==> config.mk <==
export PLATFORM = sky130hd
export DESIGN_NAME = tone_gen_flat
export DESIGN_NICKNAME = d
export VERILOG_FILES = /design/src/rtl/piano_pkg.sv /design/src/rtl/tone_gen_if.sv /design/src/rtl/tone_gen_vol_pwm.sv /design/src/rtl/tone_gen.sv /design/src/flat_wrapper.sv
export SDC_FILE = /design/constraint.sdc
export NUM_CORES = 1
export LEC_CHECK = 0
export CAP_MARGIN = 20
export CORE_UTILIZATION = 44
export DETAILED_ROUTE_END_ITERATION = 6
export SLEW_MARGIN = 30
export SYNTH_ARGS = -nofsm -noshare
export SYNTH_HDL_FRONTEND = slang
export SYNTH_HIERARCHICAL = 1
export SYNTH_SLANG_ARGS = --single-unit
export TNS_END_PERCENT = 10
==> constraint.sdc <==
create_clock -name clk -period 6 [get_ports clk]
set_clock_uncertainty 0.1 [all_clocks]
set_input_delay 1.2 -clock clk [delete_from_list [all_inputs] [get_ports clk]]
set_output_delay 1.2 -clock clk [all_outputs]
set_load 0.01 [all_outputs]
==> src/rtl/piano_pkg.sv <==
// Shared note-index constants, base-octave pitch table and half-period helper
// for the piano datapath (auto player, keyboard, learn mode and tone_gen).
package piano_pkg;

   localparam int NOTE_W   = 5;
   localparam int HP_MIN_W = 18;

   localparam logic [NOTE_W-1:0] NOTE_REST = 5'd0;
   localparam logic [NOTE_W-1:0] NOTE_C4   = 5'd1;
   localparam logic [NOTE_W-1:0] NOTE_D4   = 5'd2;
   localparam logic [NOTE_W-1:0] NOTE_E4   = 5'd3;
   localparam logic [NOTE_W-1:0] NOTE_F4   = 5'd4;
   localparam logic [NOTE_W-1:0] NOTE_G4   = 5'd5;
   localparam logic [NOTE_W-1:0] NOTE_A4   = 5'd6;
   localparam logic [NOTE_W-1:0] NOTE_B4   = 5'd7;
   localparam logic [NOTE_W-1:0] NOTE_C5   = 5'd8;
   localparam logic [NOTE_W-1:0] NOTE_D5   = 5'd9;
   localparam logic [NOTE_W-1:0] NOTE_E5   = 5'd10;
   localparam logic [NOTE_W-1:0] NOTE_F5   = 5'd11;
   localparam logic [NOTE_W-1:0] NOTE_G5   = 5'd12;
   localparam logic [NOTE_W-1:0] NOTE_A5   = 5'd13;
   localparam logic [NOTE_W-1:0] NOTE_B5   = 5'd14;
   localparam logic [NOTE_W-1:0] NOTE_C6   = 5'd15;
   localparam logic [NOTE_W-1:0] NOTE_D6   = 5'd16;
   localparam logic [NOTE_W-1:0] NOTE_E6   = 5'd17;
   localparam logic [NOTE_W-1:0] NOTE_F6   = 5'd18;
   localparam logic [NOTE_W-1:0] NOTE_G6   = 5'd19;
   localparam logic [NOTE_W-1:0] NOTE_A6   = 5'd20;
   localparam logic [NOTE_W-1:0] NOTE_B6   = 5'd21;
   localparam logic [NOTE_W-1:0] NOTE_MAX  = 5'd21;

   localparam int unsigned BASE_HZ [8] = '{262, 294, 330, 349, 392, 440, 494, 0};

   typedef enum logic [0:0] {
      ST_IDLE = 1'b0,
      ST_TONE = 1'b1
   } tone_state_e;

   // Rest and out-of-range indices map to 0; only evaluated at elaboration.
   function automatic int unsigned half_period(input int unsigned note,
                                               input int unsigned clk_hz);
      int unsigned oct;
      int unsigned idx;
      int unsigned freq;
      if (note == 0 || note > 32'(NOTE_MAX)) return 0;
      oct  = (note - 1) / 7;
      idx  = (note - 1) % 7;
      freq = BASE_HZ[idx[2:0]] << oct;
      return clk_hz / (2 * freq);
   endfunction

endpackage

==> src/rtl/tone_gen_if.sv <==
// Note/volume request in, speaker waveform and status out; state is exposed
// for checkers.
interface tone_gen_if;
   import piano_pkg::*;

   logic [NOTE_W-1:0] note;
   logic [1:0]        vol;
   logic              speaker;
   logic              active;
   logic              period_tick;
   tone_state_e       state;

   // No handshake: note/vol are level inputs sampled every clock; the outputs
   // are registered levels, period_tick a single-cycle pulse.
   modport master (
      output note, vol,
      input  speaker, active, period_tick, state
   );

   modport slave (
      input  note, vol,
      output speaker, active, period_tick, state
   );
endinterface

==> src/rtl/tone_gen_vol_pwm.sv <==
// Free-running volume PWM carrier; the gate is decoded from the next carrier
// value so the registered speaker lines up with the registered counter.
module vol_pwm #(
   parameter int PWM_BITS = 10
) (
   input  logic       clk,
   input  logic       rst_n,
   input  logic [1:0] vol,
   output logic       gate_next
);

   localparam logic [PWM_BITS-1:0] QUARTER = PWM_BITS'(1 << (PWM_BITS - 2));
   localparam logic [PWM_BITS-1:0] HALF    = PWM_BITS'(1 << (PWM_BITS - 1));

   logic [PWM_BITS-1:0] pwm_cnt_q;
   logic [PWM_BITS-1:0] pwm_cnt_d;

   always_comb begin
      pwm_cnt_d = pwm_cnt_q + PWM_BITS'(1);
      gate_next = 1'b0;
      case (vol)
         2'd0:    gate_next = 1'b0;
         2'd1:    gate_next = (pwm_cnt_d < QUARTER);
         2'd2:    gate_next = (pwm_cnt_d < HALF);
         default: gate_next = 1'b1;
      endcase
   end

   always_ff @(posedge clk or negedge rst_n) begin
      if (!rst_n) pwm_cnt_q <= '0;
      else        pwm_cnt_q <= pwm_cnt_d;
   end

endmodule

==> src/rtl/tone_gen.sv <==
// Note-to-square-wave generator: pitch changes take effect only at period
// boundaries, rests cut the tone immediately, volume gates the high phase.
module tone_gen
   import piano_pkg::*;
#(
   parameter int unsigned CLK_HZ   = 100_000_000,
   parameter int          PWM_BITS = 10
) (
   input  logic       clk,
   input  logic       rst_n,
   tone_gen_if.slave  bus
);

   localparam int HP_REQ = $clog2(half_period(1, CLK_HZ) + 1);
   localparam int HP_W   = (HP_REQ > HP_MIN_W) ? HP_REQ : HP_MIN_W;

   logic [HP_W-1:0] hp_tab [32];

   for (genvar g = 0; g < 32; g++) begin : g_hp_tab
      assign hp_tab[g] = HP_W'(half_period(g, CLK_HZ));
   end

   tone_state_e       state_q, state_d;
   logic [NOTE_W-1:0] cur_note_q, cur_note_d;
   logic [HP_W-1:0]   half_cnt_q, half_cnt_d;
   logic              phase_q, phase_d;
   logic              speaker_q, speaker_d;
   logic              active_q, active_d;
   logic              tick_q, tick_d;
   logic              gate_next;
   logic              note_valid;
   logic [HP_W-1:0]   hp_cur;

   vol_pwm #(.PWM_BITS(PWM_BITS)) u_vol_pwm (
      .clk       (clk),
      .rst_n     (rst_n),
      .vol       (bus.vol),
      .gate_next (gate_next)
   );

   assign note_valid = (bus.note != NOTE_REST) && (bus.note <= NOTE_MAX);
   assign hp_cur     = hp_tab[cur_note_q];

   always_comb begin
      state_d    = state_q;
      cur_note_d = cur_note_q;
      half_cnt_d = half_cnt_q;
      phase_d    = phase_q;
      tick_d     = 1'b0;
      case (state_q)
         ST_IDLE: begin
            half_cnt_d = '0;
            phase_d    = 1'b0;
            if (note_valid) begin
               state_d    = ST_TONE;
               cur_note_d = bus.note;
               phase_d    = 1'b1;
            end
         end
         ST_TONE: begin
            if (!note_valid) begin
               state_d    = ST_IDLE;
               cur_note_d = NOTE_REST;
               half_cnt_d = '0;
               phase_d    = 1'b0;
            end else if (half_cnt_q == hp_cur - HP_W'(1)) begin
               half_cnt_d = '0;
               phase_d    = ~phase_q;
               // Low->high is the only point where a new pitch is accepted.
               if (!phase_q) begin
                  tick_d     = 1'b1;
                  cur_note_d = bus.note;
               end
            end else begin
               half_cnt_d = half_cnt_q + HP_W'(1);
            end
         end
         default: state_d = ST_IDLE;
      endcase
      speaker_d = phase_d & gate_next;
      active_d  = (state_d == ST_TONE);
   end

   always_ff @(posedge clk or negedge rst_n) begin
      if (!rst_n) begin
         state_q    <= ST_IDLE;
         cur_note_q <= NOTE_REST;
         half_cnt_q <= '0;
         phase_q    <= 1'b0;
         speaker_q  <= 1'b0;
         active_q   <= 1'b0;
         tick_q     <= 1'b0;
      end else begin
         state_q    <= state_d;
         cur_note_q <= cur_note_d;
         half_cnt_q <= half_cnt_d;
         phase_q    <= phase_d;
         speaker_q  <= speaker_d;
         active_q   <= active_d;
         tick_q     <= tick_d;
      end
   end

   assign bus.speaker     = speaker_q;
   assign bus.active      = active_q;
   assign bus.period_tick = tick_q;
   assign bus.state       = state_q;

endmodule

==> src/flat_wrapper.sv <==
// flat-port wrapper written by rule: the top's interface ports become plain ports
module tone_gen_flat import piano_pkg::*;
#(
   parameter int unsigned CLK_HZ   = 100_000_000,
   parameter int          PWM_BITS = 10
)
  (clk, rst_n, bus_note, bus_vol, bus_speaker, bus_active, bus_period_tick, bus_state);
  tone_gen_if bus_i ();
  input  logic clk;
  input  logic rst_n;
  input wire logic [$bits(bus_i.note)-1:0] bus_note;
  input wire logic [$bits(bus_i.vol)-1:0] bus_vol;
  output wire logic [$bits(bus_i.speaker)-1:0] bus_speaker;
  output wire logic [$bits(bus_i.active)-1:0] bus_active;
  output wire logic [$bits(bus_i.period_tick)-1:0] bus_period_tick;
  output wire logic [$bits(bus_i.state)-1:0] bus_state;
  assign bus_i.note = bus_note;
  assign bus_i.vol = bus_vol;
  assign bus_speaker = bus_i.speaker;
  assign bus_active = bus_i.active;
  assign bus_period_tick = bus_i.period_tick;
  assign bus_state = bus_i.state;
  tone_gen #(.CLK_HZ(CLK_HZ), .PWM_BITS(PWM_BITS)) u_core (.clk(clk), .rst_n(rst_n), .bus(bus_i));
endmodule
## Yosys cells after proc, flatten, opt, wreduce, memory -nomap -nowiden

Memories as Yosys holds them, arrays and structs flattened.
Index checks and enable logic that the tools add are counted.

| storage, ports and cells | value |
|---|---|
| register bits after elaboration | 37 |
| memory bits (read-only) | 576 |
| input port bits | 9 |
| memories | 1 |

| cells by class | value |
|---|---|
| add/subtract/negate cells | 3 |
| $lt $le $gt $ge | 4 |
| equality and inequality tests | 6 |
| mux-type cells | 19 |
| bitwise operators | 4 |
| reduce and logical (&&, ||, !) cells | 4 |

Memories:

| memory | words | bits a word | rd ports | clocked after memory_dff | wr ports | RTL line | RTL |
|---|---|---|---|---|---|---|---|
| (name not given) | 32 | 18 | 1 | 0 | 0 | tone_gen.sv:42 | `assign hp_cur = hp_tab[cur_note_q];` |

Operator list:

| operator | number |
|---|---|
| $mux 18 | 4 |
| $pmux 18 s2 | 1 |
| $mux 5 | 4 |
| $add 18x1->18 const B | 1 |
| $eq 18x18->1 | 1 |
| $sub 18x1->18 const B | 1 |
| $add 10x1->10 const B | 1 |
| $lt 10x10->1 const B | 1 |
| $lt 10x9->1 const B | 1 |
| $pmux 5 s2 | 1 |
| $mux 1 | 7 |
| $ge 6x6->1 const B | 1 |
| $ne 3x3->1 const B | 2 |
| $not 5->6 | 1 |
| $le 5x5->1 const B | 1 |
| $reduce_bool 5->1 | 1 |
| $pmux 1 s3 | 1 |
| $reduce_and 3->1 | 1 |
| $eq 2x1->1 const B | 1 |
| $eq 2x2->1 const B | 1 |
| $logic_not 2->1 | 1 |
| $ne 2x1->1 const B | 1 |
| $not 1->1 | 2 |
| $pmux 1 s2 | 1 |
| other kinds (2) | 2 |

## Logic depth before layout (Yosys ltp)

| logic depth | value |
|---|---|
| depth after elaboration | 10 |
| gate-level depth with buffers | 15 |
| depth with buffers taken out | 14 |

## Hierarchy

The synthesis kept the hierarchy.

By module, submodules not included:

| module | instances | cells each | area each (sq um) |
|---|---|---|---|
| tone_gen | 1 | 326 | 2733.9 |
| vol_pwm | 1 | 36 | 417.9 |

## Least setup slack after synthesis

Ideal clock, no wire load.

| timing path | value |
|---|---|
| kind | register to register |
| start point | reg u_core.cur_note_q[1] |
| end point | reg u_core.speaker_q (netlist: u_core/bus.speaker) |
| library setup time | 66 ps |
| data arrival time | 3818 ps |
| path slack | 2017 ps |
| stages on the path, launching flop included | 15 |
| path buffers | 1 |
| clock period less this slack | 3983 ps |
| cells stage by stage | dfrtp_1 -> clkbuf_1 -> inv_1 -> ha_1 -> or2_1 -> a32o_1 -> and3b_1 -> o21ai_1 -> or3_1 -> nor4_1 -> o2111ai_2 -> nor3_1 -> ha_1 -> a21oi_1 -> and2_1 |

| on the way | value |
|---|---|
| word-level cells in the longest chain between the ends | 10 |

Ends and longest elaborated chain:

| what | RTL line | RTL |
|---|---|---|
| start, declared | tone_gen.sv:24 | `logic [NOTE_W-1:0] cur_note_q, cur_note_d;` |
| start signal, assigned | tone_gen.sv:95 | `cur_note_q <= cur_note_d;` |
| $not 5->6 (implied by the code) | tone_gen.sv:42 |  |
| $mem_v2 32x18 | - |  |
| $mux 18 (implied by the code) (2 in a row) | tone_gen.sv:42 |  |
| $sub 18x1->18 | tone_gen.sv:66 | `end else if (half_cnt_q == hp_cur - HP_W'(1)) begin` |
| $eq 18x18->1 | tone_gen.sv:66 |  |
| $mux 1 | tone_gen.sv:66 |  |
| $mux 1 | tone_gen.sv:61 | `if (!note_valid) begin` |
| $pmux 1 s2 | tone_gen.sv:50 | `case (state_q)` |
| named net u_core.phase_d | tone_gen.sv:26 | `logic phase_q, phase_d;` |
| $and 1x1->1 | tone_gen.sv:80 | `speaker_d = phase_d & gate_next;` |
| named net u_core.speaker_d | tone_gen.sv:27 | `logic speaker_q, speaker_d;` |
| end signal, assigned | tone_gen.sv:98 | `speaker_q <= speaker_d;` |
| end, declared | tone_gen.sv:27 |  |

The timed path passes the listed nets, and every way through them passes these cells. The select of a mux whose other input is x is not followed.
A chain may end at the register's enable or synchronous reset.

## Final worst setup path

| timing path | value |
|---|---|
| start point | reg u_core.cur_note_q[1] |
| end point | reg u_core.cur_note_q[1] |

| on the way | value |
|---|---|
| word-level cells in the longest chain between the ends | 8 |

Ends and longest elaborated chain:

| what | RTL line |
|---|---|
| $not 5->6 (implied by the code) | tone_gen.sv:42 |
| $mem_v2 32x18 | - |
| $mux 18 (implied by the code) (2 in a row) | tone_gen.sv:42 |
| $sub 18x1->18 | tone_gen.sv:66 |
| $eq 18x18->1 | tone_gen.sv:66 |
| $ne 3x3->1 (no source line) | - |
| $reduce_and 3->1 (no source line) | - |

Every way passes these cells. The select of a mux whose other input is x is not followed.

==> results.yml <==
worst_hold_path:
  hold_depth: 1
  min_path_type: "flip-flop to flip-flop"
timing:
  fin_crit_ps: 4630
  tns_ps: 0
  fin_crit_sh_pct: 77.2
  slew-limit-headroom_pct: 44.6
  hold_viol_final: 0
  finalSetupViolCount: 0
  worstMarginPinSlew_ps: 831
  maxSlewViolCount: 0
  max_freq_mhz: 216
  rsz0062_at_grt: "false"
route:
  wl_um: 7430
  drt_iter0_drc: 124
  vias: 2646
  vias_per_cell: 5.70
  drc: 0
  wl_per_cell_um: 16.0
  drt_pass1_iterations: 5
  drtAntennaViolNets: 0
yosys:
  syn_inst: 362
  seq_area_frac_synth_pct: 29.4
  ys_seq_elements: 37
  yosys_most_used_dff: "dfrtp_1"
  synth_edf_count: 0
  avgSynthCellArea_um2: 8.71
  synth_cell_type_count: 71
  ys_warn_count: 6
  async_reset_ff_share_pct: 100
  syn_nets: 383
  syn_area_um2: 3150
cts:
  clk_pin_slew_worst_paths_ps: 90
  clock_path_buffers: 2
  clkLatencyLatePin_ps: 300
  cts.sinks: 37
  cts_buffers: 5
  clockRootBuffer: "clkbuf_8"
  htreeDepth: 2
  holdBufCountCts: 0
  cts.repair.resized: 0
  cts_tree: "done"
  post_cts_buffers: 0
status:
  outcome: "finished, final reports clean"
critical_path:
  required_ps: 6120
  crit_arrival_ps: 4750
  end_kind: "flip-flop"
  path_class: "flip-flop to flip-flop"
  crit_path_top_delay_cell: "dfrtp_1"
  rr_worst_depth: 12
  worst_setup_path_start_kind: "flip-flop"
  cp_max_fo: 18
  cp_cell_sequence: "inv_1, ha_1, or2_1, a32o_1, and3b_1, o21ai_1, or3_1, nor4_1, o2111ai_2, nor4_1, o2bb2a_1, o22ai_1"
  slowest_delay_ps: 730
  crit_path_frequent_cell: "nor4_1"
floorplan:
  placementRows: 30
  pin_count: 13
  die_w_um: 86.6
  coreArea_um2: 6870
  dieArea_um2: 7510
  start_util_pct: 45.9
  die_h_um: 86.6
cells_and_area:
  nets: 388
  area_growth_syn_to_layout_pct: 7.74
  drive_gt1_share_pct: 8.97
  fin_area_um2: 3400
  antenna_cells: 0
  fill_cells: 671
  final_cell_mix: "36 x nor2_1, 36 x dfrtp_1, 31 x nand2_1"
global_routing:
  grt_pass1_wl_um: 12700
  grt_start_max_net_pins: 39
  antenna_found_initial: 0
  overflow: 0
  grt.total_usage_pct: 21.5
  grt_pass1_vias: 2509
power:
  max-vdd-ir-drop_mv: 0.133
  p_leak_nw: 1.36
  powerDensity_nw_per_um2: 257
job:
  cap_violations: 0
place:
  hpwl_um: 5560
  gp_congestion: 0.859
  placed_area_um2: 3300
  numPortBuffers: 12
Yosys cell counts, drive strengths merged (3+ instances only):
cell    count  area [µm²]
a21o        3        22.5
a21oi      14        70.1
a31oi       4        31.3
and2        4        25.0
and3        7        45.1
buf        10        71.3
clkbuf      5        18.8
dfrtp      37         926
ha         12         150
inv        11        41.3
mux2        5        63.8
mux2i       6        60.1
nand2      31         116
nand2b      8        50.1
nand3      19        95.1
nand4       6        50.0
nor2       36         135
nor2b      11        68.8
nor3        9        45.0
o211ai      5        37.5
o21ai      12        60.1
o22ai       4        25.0
o2bb2a      3        30.0
o31ai       3        27.5
o32ai       3        26.3
or2         3        18.8
or3         8        50.1
xnor2      24         210
xor2       17         149
power breakdown:
| part | internal [mW] | switching (mW) | leakage [nW] |
|---|---|---|---|
| Combinational | 0.167 | 0.227 | 0.828 |
| Sequential | 0.258 | 0.0373 | 0.488 |
| Clock | 0.0825 | 0.0998 | 0.0445 |
flip-flops by register name, summed over array words and instances (netlist names):
name and count:
u_core/cur_note_q 5, u_core/bus.active 1, u_core/bus.speaker 1, u_core/u_vol_pwm/pwm_cnt_q 10, u_core/half_cnt_q 18, u_core/phase_q 1
u_core/bus.period_tick 1
path summary, 6_finish.rpt:
kind                                                     from                       endpoint  slack (ps)
worst max-delay path                     u_core/cur_note_q[1]           u_core/cur_note_q[1]        1370
worst min-delay path            u_core/u_vol_pwm/pwm_cnt_q[0]  u_core/u_vol_pwm/pwm_cnt_q[0]         350
worst max register to register           u_core/cur_note_q[1]           u_core/cur_note_q[1]        1370
worst min register to register  u_core/u_vol_pwm/pwm_cnt_q[0]  u_core/u_vol_pwm/pwm_cnt_q[0]         350
max in group asynchronous                               rst_n           u_core/cur_note_q[2]        4340
min in group asynchronous                               rst_n  u_core/u_vol_pwm/pwm_cnt_q[5]         890
stage by stage:
stage,utilization [%],power (mW),hold slack (ps),instances,setup slack (ps)
floorplan,-,0.606,322,362,2020
global placement,48.1,0.688,342,456,1440
detailed placement,48.1,0.689,347,456,1440
CTS,49.4,0.874,359,464,1440
global route,49.4,0.931,378,464,1080
finish,49.4,0.872,353,464,1370
layout make-up:
class                   instances  area [µm²]  area share (%)
flip-flops and latches         37         927            27.3
well taps                      96         120            3.54
inverters                      12        45.0            1.33
repair buffers                 13         123            3.61
clock inverters                 3        21.3           0.626
clock buffers                   5        68.8            2.03
multi-input cells             298        2090            61.6
kinds of logic after synthesis:
kind of cell / synth area share (%)
AOI/OAI and AO/OA: 20.8
adders and majority gates: 4.76
muxes: 3.93
and+or+nand+nor: 25.5
DFF: 29.4
xor gates and xnor gates: 11.4
buffers and inverters: 4.29
critical path, delay by kind of cell, from the launching register on:
| family | cells | cell delay, ps |
|---|---|---|
| adder cells (fa/ha/maj) | 1 | 430 |
| AO/OA/AOI/OAI | 5 | 1170 |
| buffers and inverters | 1 | 290 |
| flip-flops | 1 | 730 |
| AND/OR/NAND/NOR | 5 | 1840 |
per-layer routing:
metal	track usage (%)	vias to the layer above	share of wire, %
li1	-	1322	-
met1	30.1	1263	49
met2	33.8	45	44
met3	2.95	16	3.6
met4	8.18	0	2.9
met5	0	-	0
Power figures use the tool's default switching activity.
